**config.mk**
```make
export PLATFORM = sky130hd
export DESIGN_NAME = lcd_timing_gen
export DESIGN_NICKNAME = d
export VERILOG_FILES = /design/src/rtl/lcd_timing_gen.sv
export SDC_FILE = /design/constraint.sdc
export NUM_CORES = 1
export LEC_CHECK = 0
export CAP_MARGIN = 30
export CORE_MARGIN = 1.5
export CORE_UTILIZATION = 60
export CTS_BUF_LIST = sky130_fd_sc_hd__clkbuf_4
export CTS_CLUSTER_SIZE = 30
export DETAILED_ROUTE_END_ITERATION = 7
export PLACE_DENSITY = 0.82
export SETUP_SLACK_MARGIN = 0.4
export SLEW_MARGIN = 20
export SYNTH_ARGS = -nofsm -noshare
export SYNTH_HDL_FRONTEND = slang
export SYNTH_SLANG_ARGS = --single-unit
```
**constraint.sdc**
```tcl
create_clock -name lcd_clk -period 3.55 [get_ports lcd_clk]
set_input_delay 0.71 -clock lcd_clk [delete_from_list [all_inputs] [get_ports lcd_clk]]
set_output_delay 0.71 -clock lcd_clk [all_outputs]
set_load 0.03 [all_outputs]
```
**src/rtl/lcd_timing_gen.sv**
```systemverilog
// -----------------------------------------------------------------------------
// lcd_timing_gen
//
// Raster timing generator for the 800x480 RGB LCD panel.
//
// A horizontal/vertical counter pair walks the full raster, including sync
// and porches. From that position the block produces:
//   * pixel coordinate requests (pix_de/pix_x/pix_y) for the downstream
//     pattern/pixel generator,
//   * panel sync and data-enable (lcd_hs/lcd_vs/lcd_de), delayed by PIX_LAT
//     cycles so they line up with that generator's registered pixel output,
//   * the backlight enable (lcd_bl), which rises once the power-up delay ends.
//
// Control state machine:
//   STARTUP : counters held at 0, BL_DELAY-cycle power-up timer runs.
//   RUN     : counters free-run, frames are produced.
//   HALT    : counters held at 0, panel blank, backlight stays on.
// disp_en only takes effect on a frame boundary, so a frame is never truncated.
//
// Optional feature (macro LCD_TIMING_FRAME_CNT_EN):
//   Adds output frame_cnt[15:0], a wrapping count of frame_start pulses.
//   It updates in the cycle after each pulse and holds through HALT.
//
// Ports:
//   lcd_clk     in   pixel clock
//   sys_rst_n   in   asynchronous, active-low reset
//   disp_en     in   display enable, acted on at a frame boundary
//   pix_de      out  request: current raster position is active
//   pix_x       out  request column 0..H_VALID-1, else 0
//   pix_y       out  request row 0..V_VALID-1, else 0
//   frame_start out  one-cycle pulse on the first cycle of every frame (RUN)
//   lcd_hs      out  panel hsync, PIX_LAT-delayed
//   lcd_vs      out  panel vsync, PIX_LAT-delayed
//   lcd_de      out  panel DE, PIX_LAT-delayed copy of pix_de
//   lcd_bl      out  backlight enable
//   frame_cnt   out  frame counter (only with LCD_TIMING_FRAME_CNT_EN)
//
// PIX_LAT must be in 1..4.
// -----------------------------------------------------------------------------
module lcd_timing_gen #(
    parameter int H_SYNC   = 128,
    parameter int H_BACK   = 88,
    parameter int H_VALID  = 800,
    parameter int H_FRONT  = 40,
    parameter int V_SYNC   = 2,
    parameter int V_BACK   = 33,
    parameter int V_VALID  = 480,
    parameter int V_FRONT  = 10,
    parameter int HS_POL   = 0,
    parameter int VS_POL   = 0,
    parameter int PIX_LAT  = 1,
    parameter int BL_DELAY = 1000
) (
    input  logic        lcd_clk,
    input  logic        sys_rst_n,
    input  logic        disp_en,
    output logic        pix_de,
    output logic [10:0] pix_x,
    output logic [10:0] pix_y,
    output logic        frame_start,
    output logic        lcd_hs,
    output logic        lcd_vs,
    output logic        lcd_de,
    output logic        lcd_bl
`ifdef LCD_TIMING_FRAME_CNT_EN
    ,
    output logic [15:0] frame_cnt
`endif
);

    // -------------------------------------------------------------------------
    // Raster geometry
    // -------------------------------------------------------------------------
    localparam int H_TOTAL   = H_SYNC + H_BACK + H_VALID + H_FRONT;
    localparam int V_TOTAL   = V_SYNC + V_BACK + V_VALID + V_FRONT;
    localparam int H_ACT_BEG = H_SYNC + H_BACK;
    localparam int H_ACT_END = H_ACT_BEG + H_VALID;
    localparam int V_ACT_BEG = V_SYNC + V_BACK;
    localparam int V_ACT_END = V_ACT_BEG + V_VALID;

    localparam logic [10:0] H_LAST_C    = 11'(H_TOTAL - 1);
    localparam logic [10:0] V_LAST_C    = 11'(V_TOTAL - 1);
    localparam logic [10:0] H_SYNC_C    = 11'(H_SYNC);
    localparam logic [10:0] V_SYNC_C    = 11'(V_SYNC);
    localparam logic [10:0] H_ACT_BEG_C = 11'(H_ACT_BEG);
    localparam logic [10:0] H_ACT_END_C = 11'(H_ACT_END);
    localparam logic [10:0] V_ACT_BEG_C = 11'(V_ACT_BEG);
    localparam logic [10:0] V_ACT_END_C = 11'(V_ACT_END);

    // Active and idle levels of the syncs
    localparam logic HS_ACT  = (HS_POL != 0) ? 1'b1 : 1'b0;
    localparam logic VS_ACT  = (VS_POL != 0) ? 1'b1 : 1'b0;
    localparam logic HS_IDLE = ~HS_ACT;
    localparam logic VS_IDLE = ~VS_ACT;

    // Power-up timer counts 0..BL_DELAY-1 while in STARTUP
    localparam int                TMR_W    = (BL_DELAY > 1) ? $clog2(BL_DELAY) : 1;
    localparam logic [TMR_W-1:0]  TMR_LAST = TMR_W'(BL_DELAY - 1);
    localparam logic [TMR_W-1:0]  TMR_ONE  = TMR_W'(1);
    localparam logic [TMR_W-1:0]  TMR_ZERO = TMR_W'(0);

    typedef enum logic [1:0] {
        ST_STARTUP = 2'd0,
        ST_RUN     = 2'd1,
        ST_HALT    = 2'd2
    } state_t;

    // -------------------------------------------------------------------------
    // Declarations
    // -------------------------------------------------------------------------
    state_t             state_r;
    state_t             state_s;
    logic [TMR_W-1:0]   timer_r;
    logic [TMR_W-1:0]   timer_s;
    logic [10:0]        h_cnt_r;
    logic [10:0]        v_cnt_r;
    logic [10:0]        h_cnt_s;
    logic [10:0]        v_cnt_s;

    logic               run_s;
    logic               h_act_s;
    logic               v_act_s;
    logic               de_s;
    logic [10:0]        x_s;
    logic [10:0]        y_s;
    logic               hs_s;
    logic               vs_s;
    logic               fs_s;
    logic               bl_s;

    logic               pix_de_r;
    logic [10:0]        pix_x_r;
    logic [10:0]        pix_y_r;
    logic               frame_start_r;
    logic               hs_raw_r;
    logic               vs_raw_r;
    logic               lcd_bl_r;

    logic [PIX_LAT-1:0] de_pipe_r;
    logic [PIX_LAT-1:0] hs_pipe_r;
    logic [PIX_LAT-1:0] vs_pipe_r;

    // Next state, power-up timer and next raster position
    always_comb begin
        state_s = state_r;
        timer_s = timer_r;
        h_cnt_s = 11'd0;
        v_cnt_s = 11'd0;
        case (state_r)
            ST_STARTUP: begin
                if (timer_r == TMR_LAST) begin
                    timer_s = TMR_ZERO;
                    if (disp_en) begin
                        state_s = ST_RUN;
                    end else begin
                        state_s = ST_HALT;
                    end
                end else begin
                    timer_s = timer_r + TMR_ONE;
                end
            end
            ST_RUN: begin
                if (h_cnt_r == H_LAST_C) begin
                    h_cnt_s = 11'd0;
                    if (v_cnt_r == V_LAST_C) begin
                        // Last cycle of the frame: the only point where
                        // disp_en may stop the raster.
                        v_cnt_s = 11'd0;
                        if (disp_en) begin
                            state_s = ST_RUN;
                        end else begin
                            state_s = ST_HALT;
                        end
                    end else begin
                        v_cnt_s = v_cnt_r + 11'd1;
                    end
                end else begin
                    h_cnt_s = h_cnt_r + 11'd1;
                    v_cnt_s = v_cnt_r;
                end
            end
            ST_HALT: begin
                // Counters stay at 0, so re-entering RUN starts a fresh frame.
                if (disp_en) begin
                    state_s = ST_RUN;
                end else begin
                    state_s = ST_HALT;
                end
            end
            default: begin
                state_s = ST_STARTUP;
                timer_s = TMR_ZERO;
            end
        endcase
    end

    // Region decode on the next position so the registered requests line up
    // with the counter registers they describe.
    always_comb begin
        run_s   = (state_s == ST_RUN);
        h_act_s = (h_cnt_s >= H_ACT_BEG_C) && (h_cnt_s < H_ACT_END_C);
        v_act_s = (v_cnt_s >= V_ACT_BEG_C) && (v_cnt_s < V_ACT_END_C);
        de_s    = run_s && h_act_s && v_act_s;
        if (de_s) begin
            x_s = h_cnt_s - H_ACT_BEG_C;
            y_s = v_cnt_s - V_ACT_BEG_C;
        end else begin
            x_s = 11'd0;
            y_s = 11'd0;
        end
        if (run_s && (h_cnt_s < H_SYNC_C)) begin
            hs_s = HS_ACT;
        end else begin
            hs_s = HS_IDLE;
        end
        if (run_s && (v_cnt_s < V_SYNC_C)) begin
            vs_s = VS_ACT;
        end else begin
            vs_s = VS_IDLE;
        end
        fs_s = run_s && (h_cnt_s == 11'd0) && (v_cnt_s == 11'd0);
        bl_s = (state_s != ST_STARTUP);
    end

    // State, timer and raster counter registers
    always_ff @(posedge lcd_clk or negedge sys_rst_n) begin
        if (!sys_rst_n) begin
            state_r <= ST_STARTUP;
            timer_r <= TMR_ZERO;
            h_cnt_r <= 11'd0;
            v_cnt_r <= 11'd0;
        end else begin
            state_r <= state_s;
            timer_r <= timer_s;
            h_cnt_r <= h_cnt_s;
            v_cnt_r <= v_cnt_s;
        end
    end

    // Registered pixel requests, raw syncs and backlight
    always_ff @(posedge lcd_clk or negedge sys_rst_n) begin
        if (!sys_rst_n) begin
            pix_de_r      <= 1'b0;
            pix_x_r       <= 11'd0;
            pix_y_r       <= 11'd0;
            frame_start_r <= 1'b0;
            hs_raw_r      <= HS_IDLE;
            vs_raw_r      <= VS_IDLE;
            lcd_bl_r      <= 1'b0;
        end else begin
            pix_de_r      <= de_s;
            pix_x_r       <= x_s;
            pix_y_r       <= y_s;
            frame_start_r <= fs_s;
            hs_raw_r      <= hs_s;
            vs_raw_r      <= vs_s;
            lcd_bl_r      <= bl_s;
        end
    end

    // Panel alignment chain; clocks in every state so HALT drains to idle
    always_ff @(posedge lcd_clk or negedge sys_rst_n) begin
        if (!sys_rst_n) begin
            de_pipe_r <= {PIX_LAT{1'b0}};
            hs_pipe_r <= {PIX_LAT{HS_IDLE}};
            vs_pipe_r <= {PIX_LAT{VS_IDLE}};
        end else begin
            de_pipe_r[0] <= pix_de_r;
            hs_pipe_r[0] <= hs_raw_r;
            vs_pipe_r[0] <= vs_raw_r;
            for (int i = 1; i < PIX_LAT; i++) begin
                de_pipe_r[i] <= de_pipe_r[i-1];
                hs_pipe_r[i] <= hs_pipe_r[i-1];
                vs_pipe_r[i] <= vs_pipe_r[i-1];
            end
        end
    end

    assign pix_de      = pix_de_r;
    assign pix_x       = pix_x_r;
    assign pix_y       = pix_y_r;
    assign frame_start = frame_start_r;
    assign lcd_de      = de_pipe_r[PIX_LAT-1];
    assign lcd_hs      = hs_pipe_r[PIX_LAT-1];
    assign lcd_vs      = vs_pipe_r[PIX_LAT-1];
    assign lcd_bl      = lcd_bl_r;

`ifdef LCD_TIMING_FRAME_CNT_EN
    logic [15:0] frame_cnt_r;

    // Frame counter: bumps the cycle after each frame_start, wraps naturally
    always_ff @(posedge lcd_clk or negedge sys_rst_n) begin
        if (!sys_rst_n) begin
            frame_cnt_r <= 16'd0;
        end else if (frame_start_r) begin
            frame_cnt_r <= frame_cnt_r + 16'd1;
        end else begin
            frame_cnt_r <= frame_cnt_r;
        end
    end

    assign frame_cnt = frame_cnt_r;
`endif

endmodule

```
==> flow_summary.json, run 1 <==
{
  "fillers": 417,
  "cts_num_sinks": 64,
  "synth_warnings": 0,
  "drive_gt1_frac": 0.162,
  "ir_worst_vdd_mv": 0.346,
  "route.vias.total": 3287,
  "die_w_um": 81.7,
  "final_common_cell": "dfrtp_1",
  "cts_root_buffer": "clkbuf_4",
  "cp-start-kind": "flip-flop",
  "n_antenna_cell": 0,
  "r2r_setup_slack_ns": 0.43,
  "wl_per_cell_um": 17.6,
  "final_max_slew_viol_count": 0,
  "reg2reg_depth": 8,
  "utilization": 0.747,
  "firstDrtPassIters": 5,
  "async_flop_share": 1.00,
  "timing.final.crit_period_ns": 3.12,
  "start_util": 0.624,
  "cts_made_buffers": 9,
  "synth_edf_count": 0,
  "finalSetupViolCount": 0,
  "vias_per_cell": 6.32,
  "synth_seq_cells": 64,
  "htree_levels": 3,
  "final_cells": 520,
  "dieArea_um2": 6680,
  "ys_seq_area_frac": 0.432,
  "syn_area_um2": 3720,
  "antenna_found_initial": 0,
  "slew_headroom": 0.559,
  "die_h_um": 81.7,
  "ys.flop_type": "dfrtp_1",
  "max_cap_violations": 0,
  "ant_nets": 0,
  "cts_tree": "built",
  "tightest_slew_ns": 0.656,
  "grt_pass1_vias": 3011,
  "synthCells": 391,
  "grt_pass1_wl_um": 14400,
  "cts_buffer_depth": 2,
  "critPathMaxFanout": 10,
  "post-route-drc-count": 0,
  "worstReg2RegStart": "h_cnt_r[8]",
  "syn2layout_area_growth_pct": 19.7,
  "dp_hpwl_um": 6300,
  "overflow": 0,
  "stdcell_area_um2": 4450,
  "hold_viol_final": 0,
  "max_freq_mhz": 320,
  "coreArea_um2": 5960,
  "boundaryPins": 31,
  "drt_wl_total_um": 9170,
  "finalClockSkew_ns": 0.0171,
  "port_buffers": 30,
  "period_share": 0.879,
  "power.density_nw_per_um2": 294,
  "drt-initial-drc-count": 301,
  "path_class": "flip-flop to flip-flop",
  "num_rows": 28,
  "grt_usage": 0.285,
  "clock_latency_ns": 0.43,
  "syn_nets": 405,
  "status": "completed",
  "hold_class": "input pin to asynchronous set/reset pin",
  "gp_congestion": 0.937,
  "worst_setup_path_end_kind": "flip-flop",
  "dpl.cell_count": 495,
  "clk_pin_slew_worst_paths_ns": 0.11,
  "p_leak_nw": 1.85,
  "place_area_um2": 4150,
  "grt_setup_unrepaired": "false",
  "synth.distinct_cells": 64,
  "whs_ns": 0.304,
  "postSynthAreaPerCell_um2": 9.51,
  "layout.nets": 454,
  "r2r_end": "pix_y[3]",
  "worstPathArrival_ns": 3.44,
  "cp_data_required_time_ns": 3.87,
  "setup_tns_ns": 0,
  "final_cell_mix": "56 x dfrtp_1, 33 x nor2_1, 29 x clkdlybuf4s50_1, 25 x buf_4, 22 x o21ai_0",
  "grt_max_degree": 53
}
==> layer usage <==
metal / vias up / part of all wire / track usage
met1: 1566 / 0.43 / 0.375
met4: 0 / 0.033 / 0.132
met2: 169 / 0.47 / 0.442
met3: 35 / 0.069 / 0.0689
met5: - / 0 / 0
li1: 1517 / - / -
==> metrics by stage <==
step | worst slack, ns | total power [W]
floorplan | 0.451 | 0.000743
global placement | 0.368 | 0.000761
detailed placement | 0.276 | 0.000762
CTS | 0.406 | 0.00132
global route | 0.310 | 0.00135
finish | 0.430 | 0.00131
==> repair_timing <==
item,4_1_cts,5_1_grt
hold buffers,0,0
resized for setup,5,12
gates cloned,0,2
setup endpoints to repair,19,24
setup buffers,0,7
pin swaps,0,5
==> synth_stat cells, types with 2 or more instances <==
cell | instances | area, um^2
a211o_1 | 2 | 17.5
a211oi_1 | 3 | 22.5
a21oi_1 | 13 | 65.1
a311o_1 | 3 | 30.0
a31oi_1 | 3 | 18.8
and2_1 | 4 | 25.0
and3_1 | 4 | 25.0
and3b_1 | 6 | 52.6
buf_2 | 4 | 20.0
buf_4 | 2 | 15.0
buf_6 | 2 | 22.5
clkbuf_1 | 13 | 48.8
dfrtp_1 | 60 | 1500
dfstp_2 | 4 | 105
ha_1 | 11 | 138
inv_1 | 18 | 67.6
mux2i_1 | 4 | 40.0
nand2_1 | 17 | 63.8
nand2b_1 | 7 | 43.8
nand3_1 | 20 | 100
nand3b_1 | 5 | 37.5
nand4_1 | 12 | 75.1
nand4b_1 | 2 | 17.5
nor2_1 | 33 | 124
nor2b_1 | 2 | 12.5
nor3_1 | 13 | 65.1
nor3b_1 | 13 | 97.6
nor4_1 | 6 | 37.5
nor4bb_1 | 3 | 30.0
o211ai_1 | 3 | 22.5
o21ai_0 | 23 | 115
o31ai_1 | 6 | 45.0
or2_2 | 3 | 18.8
or3_1 | 8 | 50.1
or4_1 | 3 | 22.5
xnor2_1 | 18 | 158
xor2_1 | 11 | 96.3
==> cell type report <==
| cell class | instances | area, um^2 | share of cell area |
|---|---|---|---|
| Timing Repair Buffer | 58 | 526 | 0.118 |
| Sequential cell | 64 | 1610 | 0.362 |
| Tap cell | 75 | 93.8 | 0.0211 |
| Multi-Input combinational cell | 288 | 1990 | 0.447 |
| Clock buffer | 10 | 75.1 | 0.0169 |
| Clock inverter | 6 | 83.8 | 0.0188 |
| Inverter | 19 | 71.3 | 0.0160 |
==> flip-flops by register name (all words and copies together) (netlist names) <==
name         count
lcd_bl           1
state_r          2
pix_de           1
timer_r         10
lcd_de           1
lcd_hs           1
frame_start      1
pix_x           11
pix_y           11
lcd_vs           1
hs_raw_r         1
h_cnt_r         11
vs_raw_r         1
v_cnt_r         11
==> cell families after synthesis <==
family	share of synthesized area
XOR/XNOR	0.0683
flip-flops	0.432
AND/OR/NAND/NOR	0.275
multiplexers	0.0108
buffers and inverters	0.0478
AO/OA/AOI/OAI	0.130
adder cells (fa/ha/maj)	0.0370
==> where the power goes <==
group          switching, W  internal, W   total, W
clock network      0.000273     0.000290   0.000563
registers                 0     0.000729   0.000729
logic             0.0000148   0.00000335  0.0000181
==> worst max-delay path: stages (launching register included) <==
cell	delay [ns]
dfrtp_2	0.43
or4_4	0.59
or3_4	0.46
buf_12	0.16
or3_1	0.36
and2_1	0.17
a311o_1	0.39
and4_4	0.26
and4bb_1	0.20
==> worst max path at each step <==
stage                     end       start  depth (start not counted)
CTS                  pix_y[3]  h_cnt_r[8]                         10
detailed placement   pix_x[1]  h_cnt_r[8]                         10
global placement     pix_x[0]  h_cnt_r[8]                         10
finish               pix_y[3]  h_cnt_r[8]                          8
floorplan           pix_y[10]  h_cnt_r[8]                         13
global route        pix_x[10]  state_r[1]                         11
Power figures use the tool's default switching activity.
==> inputs of run 2 (changes only) <==
--- a/config.mk
+++ b/config.mk
@@ -7,11 +7,11 @@
 export LEC_CHECK = 0
 export CAP_MARGIN = 30
 export CORE_MARGIN = 1.5
-export CORE_UTILIZATION = 60
+export CORE_UTILIZATION = 40
 export CTS_BUF_LIST = sky130_fd_sc_hd__clkbuf_4
+export CTS_CLUSTER_DIAMETER = 40
 export CTS_CLUSTER_SIZE = 30
 export DETAILED_ROUTE_END_ITERATION = 7
-export PLACE_DENSITY = 0.82
 export SETUP_SLACK_MARGIN = 0.4
 export SLEW_MARGIN = 20
 export SYNTH_ARGS = -nofsm -noshare
==> flow_summary.json, run 2 (synthesis gave the netlist of run 1 again) <==
{
  "drive_gt1_frac": 0.166,
  "layout.nets": 454,
  "cts_tree": "built",
  "wl_per_cell_um": 17.2,
  "setup_tns_ns": 0,
  "dp_hpwl_um": 6480,
  "r2r_end": "pix_y[3]",
  "final_common_cell": "dfrtp_1",
  "final_cells": 553,
  "die_h_um": 99.4,
  "grt_pass1_vias": 2924,
  "cts_made_buffers": 9,
  "r2r_setup_slack_ns": 0.43,
  "reg2reg_depth": 8,
  "num_rows": 34,
  "utilization": 0.505,
  "worstPathArrival_ns": 3.41,
  "tightest_slew_ns": 0.793,
  "clock_latency_ns": 0.43,
  "port_buffers": 30,
  "grt_use_met3": 0.0358,
  "boundaryPins": 31,
  "cts_buffer_depth": 2,
  "dieArea_um2": 9880,
  "antenna_found_initial": 0,
  "post-route-drc-count": 0,
  "finalClockSkew_ns": 0.0335,
  "hold_buffers": 0,
  "htree_levels": 3,
  "cts_root_buffer": "clkbuf_4",
  "route.vias.total": 3118,
  "whs_ns": 0.363,
  "coreArea_um2": 8850,
  "ant_nets": 0,
  "cp-start-kind": "flip-flop",
  "period_share": 0.878,
  "grt_max_degree": 65,
  "worstReg2RegStart": "h_cnt_r[8]",
  "worst_setup_path_end_kind": "flip-flop",
  "overflow": 0,
  "syn2layout_area_growth_pct": 20.2,
  "met2_usage": 0.304,
  "dpl.cell_count": 529,
  "grt_pass1_wl_um": 15400,
  "p_leak_nw": 1.82,
  "ir_worst_vdd_mv": 0.131,
  "busiest_layer": "met2",
  "hp-start": "hs_raw_r",
  "n_antenna_cell": 0,
  "firstDrtPassIters": 4,
  "grt_usage": 0.202,
  "clk_pin_slew_worst_paths_ns": 0.13,
  "crit_path_end": "pix_y[3]",
  "status": "completed",
  "max_cap_violations": 0,
  "met1_usage": 0.293,
  "die_w_um": 99.4,
  "power.density_nw_per_um2": 281,
  "slew_headroom": 0.471,
  "worstSetupStartpoint": "h_cnt_r[8]",
  "start_util": 0.420,
  "vias_per_cell": 5.64,
  "cp_data_required_time_ns": 3.85,
  "timing.final.crit_period_ns": 3.12,
  "hold_viol_final": 0,
  "final_cell_mix": "57 x dfrtp_1, 32 x nor2_1, 29 x clkdlybuf4s50_1, 27 x buf_4, 22 x o21ai_0",
  "gp_congestion": 0.972,
  "drt_wl_total_um": 9510,
  "hold_class": "flip-flop to flip-flop",
  "max_freq_mhz": 321,
  "grt_setup_unrepaired": "true",
  "final_max_slew_viol_count": 0,
  "finalSetupViolCount": 0,
  "path_class": "flip-flop to flip-flop",
  "cts_num_sinks": 64,
  "drt-initial-drc-count": 246,
  "critPathMaxFanout": 10
}
==> run 2: layer usage <==
layer	wire (um)	vias up	part of all wire
li1	-	1515	-
met1	4580	1520	0.48
met2	4400	69	0.46
met3	360	14	0.038
met4	167	0	0.018
met5	0	-	0
==> run 2: timing repair <==
action                     4_1_cts  5_1_grt
pin swaps                        2        4
setup buffers                    1        6
resized for setup                7       11
setup endpoints to repair       22       24
gates cloned                     1        0
==> run 2: critical path: stages, from the launching register on <==
cell and delay, ns:
dfrtp_1 0.41, or4_4 0.60, or3_4 0.45, buf_4 0.18
or3_1 0.35, and2_1 0.16, a311o_1 0.37, and4_4 0.26
and4bb_1 0.20
==> run 2: layout make-up <==
type / count / area (um^2)
Multi-Input combinational cell: 288 / 2010
Tap cell: 108 / 135
Timing Repair Buffer: 58 / 509
Clock buffer: 12 / 90.1
Fill cell: 846 / 4380
Inverter: 19 / 71.3
Clock inverter: 4 / 46.3
Sequential cell: 64 / 1610
==> run 2: worst min-delay path by stage <==
stage | end | cells after the start
final | lcd_hs | 0
after global routing | lcd_hs | 0
after CTS | lcd_hs | 0
after detailed placement | lcd_hs | 0
after global placement | lcd_vs | 0
after floorplan | lcd_hs | 0
==> run 2: per-stage QoR <==
step	area (um^2)	worst slack [ns]	total power [W]
6_report	4470	0.434	0.00126
3_5_place_dp	4200	0.199	0.000761
4_1_cts	4370	0.403	0.00127
5_1_grt	4470	0.368	0.00131
2_1_floorplan	3720	0.451	0.000743
3_3_place_gp	4200	0.245	0.000761
==> run 2: power breakdown <==
group | internal [W] | switching [W] | leakage (nW)
clock | 0.000236 | 0.000276 | 0.0750
sequential | 0.000729 | 0 | 0.866
combinational | 0.00000232 | 0.0000143 | 0.877
==> inputs of run 3 (changes only) <==
--- a/config.mk
+++ b/config.mk
@@ -12,6 +12,7 @@
 export CTS_CLUSTER_DIAMETER = 40
 export CTS_CLUSTER_SIZE = 30
 export DETAILED_ROUTE_END_ITERATION = 7
+export DONT_BUFFER_PORTS = 1
 export SETUP_SLACK_MARGIN = 0.4
 export SLEW_MARGIN = 20
 export SYNTH_ARGS = -nofsm -noshare
==> flow_summary.json, run 3 (synthesis gave the netlist of run 1 again) <==
{
  "port_buffers": 0,
  "tightest_slew_ns": 0.579,
  "timing.final.crit_period_ns": 3.11,
  "wl_per_cell_um": 18.6,
  "power.density_nw_per_um2": 286,
  "final_cells": 535,
  "grt_max_degree": 61,
  "ant_nets": 0,
  "gp_congestion": 0.860,
  "r2r_setup_slack_ns": 0.44,
  "cts_num_sinks": 64,
  "die_h_um": 99.4,
  "drt_wl_total_um": 9960,
  "crit_path_end": "pix_x[1]",
  "status": "completed",
  "num_rows": 34,
  "grt_use_met3": 0.0499,
  "layout.nets": 436,
  "clk_pin_slew_worst_paths_ns": 0.14,
  "max_cap_violations": 0,
  "setup_ws_ns": 0.445,
  "r2r_end": "pix_x[1]",
  "final_max_slew_viol_count": 0,
  "n_antenna_cell": 0,
  "drt-initial-drc-count": 368,
  "cts_tree": "built",
  "place_ws_ns": 0.212,
  "cts_root_buffer": "clkbuf_4",
  "overflow": 0,
  "cts_made_buffers": 9,
  "grt_setup_unrepaired": "false",
  "antenna_found_initial": 0,
  "final_cell_mix": "56 x dfrtp_1, 33 x nor2_1, 31 x buf_4, 22 x o21ai_0, 20 x nand3_1",
  "worst_setup_path_end_kind": "flip-flop",
  "htree_levels": 3,
  "busiest_layer": "met2",
  "path_class": "flip-flop to flip-flop",
  "route.vias.total": 3188,
  "hold_class": "input pin to asynchronous set/reset pin",
  "worstReg2RegStart": "h_cnt_r[5]",
  "boundaryPins": 31,
  "die_w_um": 99.4,
  "finalClockSkew_ns": 0.0280,
  "slew_headroom": 0.614,
  "cts_buffer_depth": 2,
  "whs_ns": 0.111,
  "met2_usage": 0.285,
  "clock_latency_ns": 0.44,
  "reg2reg_depth": 11,
  "met1_usage": 0.272,
  "drive_gt1_frac": 0.230,
  "grt_pass1_wl_um": 14900,
  "ir_worst_vdd_mv": 0.161,
  "firstDrtPassIters": 5,
  "worstPathArrival_ns": 3.43,
  "stdcell_area_um2": 4450,
  "dpl.cell_count": 496,
  "critPathMaxFanout": 6,
  "place_area_um2": 3890,
  "hold_viol_final": 0,
  "finalSetupViolCount": 0,
  "final_common_cell": "dfrtp_1",
  "cp_data_required_time_ns": 3.87,
  "grt_pass1_vias": 2807,
  "p_leak_nw": 1.83,
  "dp_hpwl_um": 6400,
  "post-route-drc-count": 0,
  "vias_per_cell": 5.96,
  "start_util": 0.420,
  "syn2layout_area_growth_pct": 19.7,
  "max_freq_mhz": 322,
  "coreArea_um2": 8850,
  "worstSetupStartpoint": "h_cnt_r[5]",
  "grt_usage": 0.192,
  "dieArea_um2": 9880,
  "setup_tns_ns": 0,
  "period_share": 0.875,
  "cp-start-kind": "flip-flop"
}
run 3: cell count changes in the layout (fill, tap and decap cells not counted), moves of 3 or more:
cell / previous run / this run
clkdlybuf4s50_1: 29 / 0
buf_4: 27 / 31
nor3b_1: 13 / 9
clkbuf_4: 12 / 9
inv_6: 0 / 3
run 3: what timing repair did:
action | 4_1_cts | 5_1_grt
cloned | 0 | 5
setup buffers | 3 | 14
hold buffers | 1 | 0
endpoints found under the setup margin | 23 | 24
resized for setup | 7 | 30
endpoints found under the hold margin | 60 | 0
pin swaps | 2 | 7
run 3: worst min path at each step:
stage,end
floorplan,lcd_hs
global placement,lcd_vs
detailed placement,lcd_hs
CTS,lcd_hs
global route,lcd_hs
finish,lcd_hs
run 3: layout make-up:
| type | instances | area, um^2 |
|---|---|---|
| Fill cell | 790 | 4400 |
| Tap cell | 108 | 135 |
| Clock buffer | 9 | 67.6 |
| Clock inverter | 7 | 77.6 |
| Multi-Input combinational cell | 289 | 2100 |
| Sequential cell | 64 | 1610 |
| Timing Repair Buffer | 39 | 384 |
| Inverter | 19 | 71.3 |
run 3: routing by layer:
layer  vias up  part of all wire  wire length [um]
met1      1538              0.45              4490
met3        22             0.075               743
li1       1494                 -                 -
met4         0             0.019               188
met2       134              0.46              4530
met5         -                 0                 0
run 3: per-stage QoR:
stage,util,total power [W]
after floorplan,-,0.000743
after global placement,0.440,0.000743
after detailed placement,0.440,0.000743
after CTS,0.465,0.00129
after global routing,0.503,0.00132
final,0.503,0.00127
run 3: critical path: stages, from the launching register on:
cell and delay [ns]:
dfrtp_2 0.46, or4_4 0.57, or3_4 0.40, mux2i_1 0.16, nand2b_4 0.15, inv_2 0.05
ha_4 0.17, a22o_4 0.25, a211oi_4 0.30, buf_6 0.17, clkbuf_16 0.13, and3b_1 0.17
run 3: where the power goes:
part | switching [W] | internal (W)
clock | 0.000305 | 0.000222
sequential | 0 | 0.000729
combinational | 0.0000132 | 0.00000353
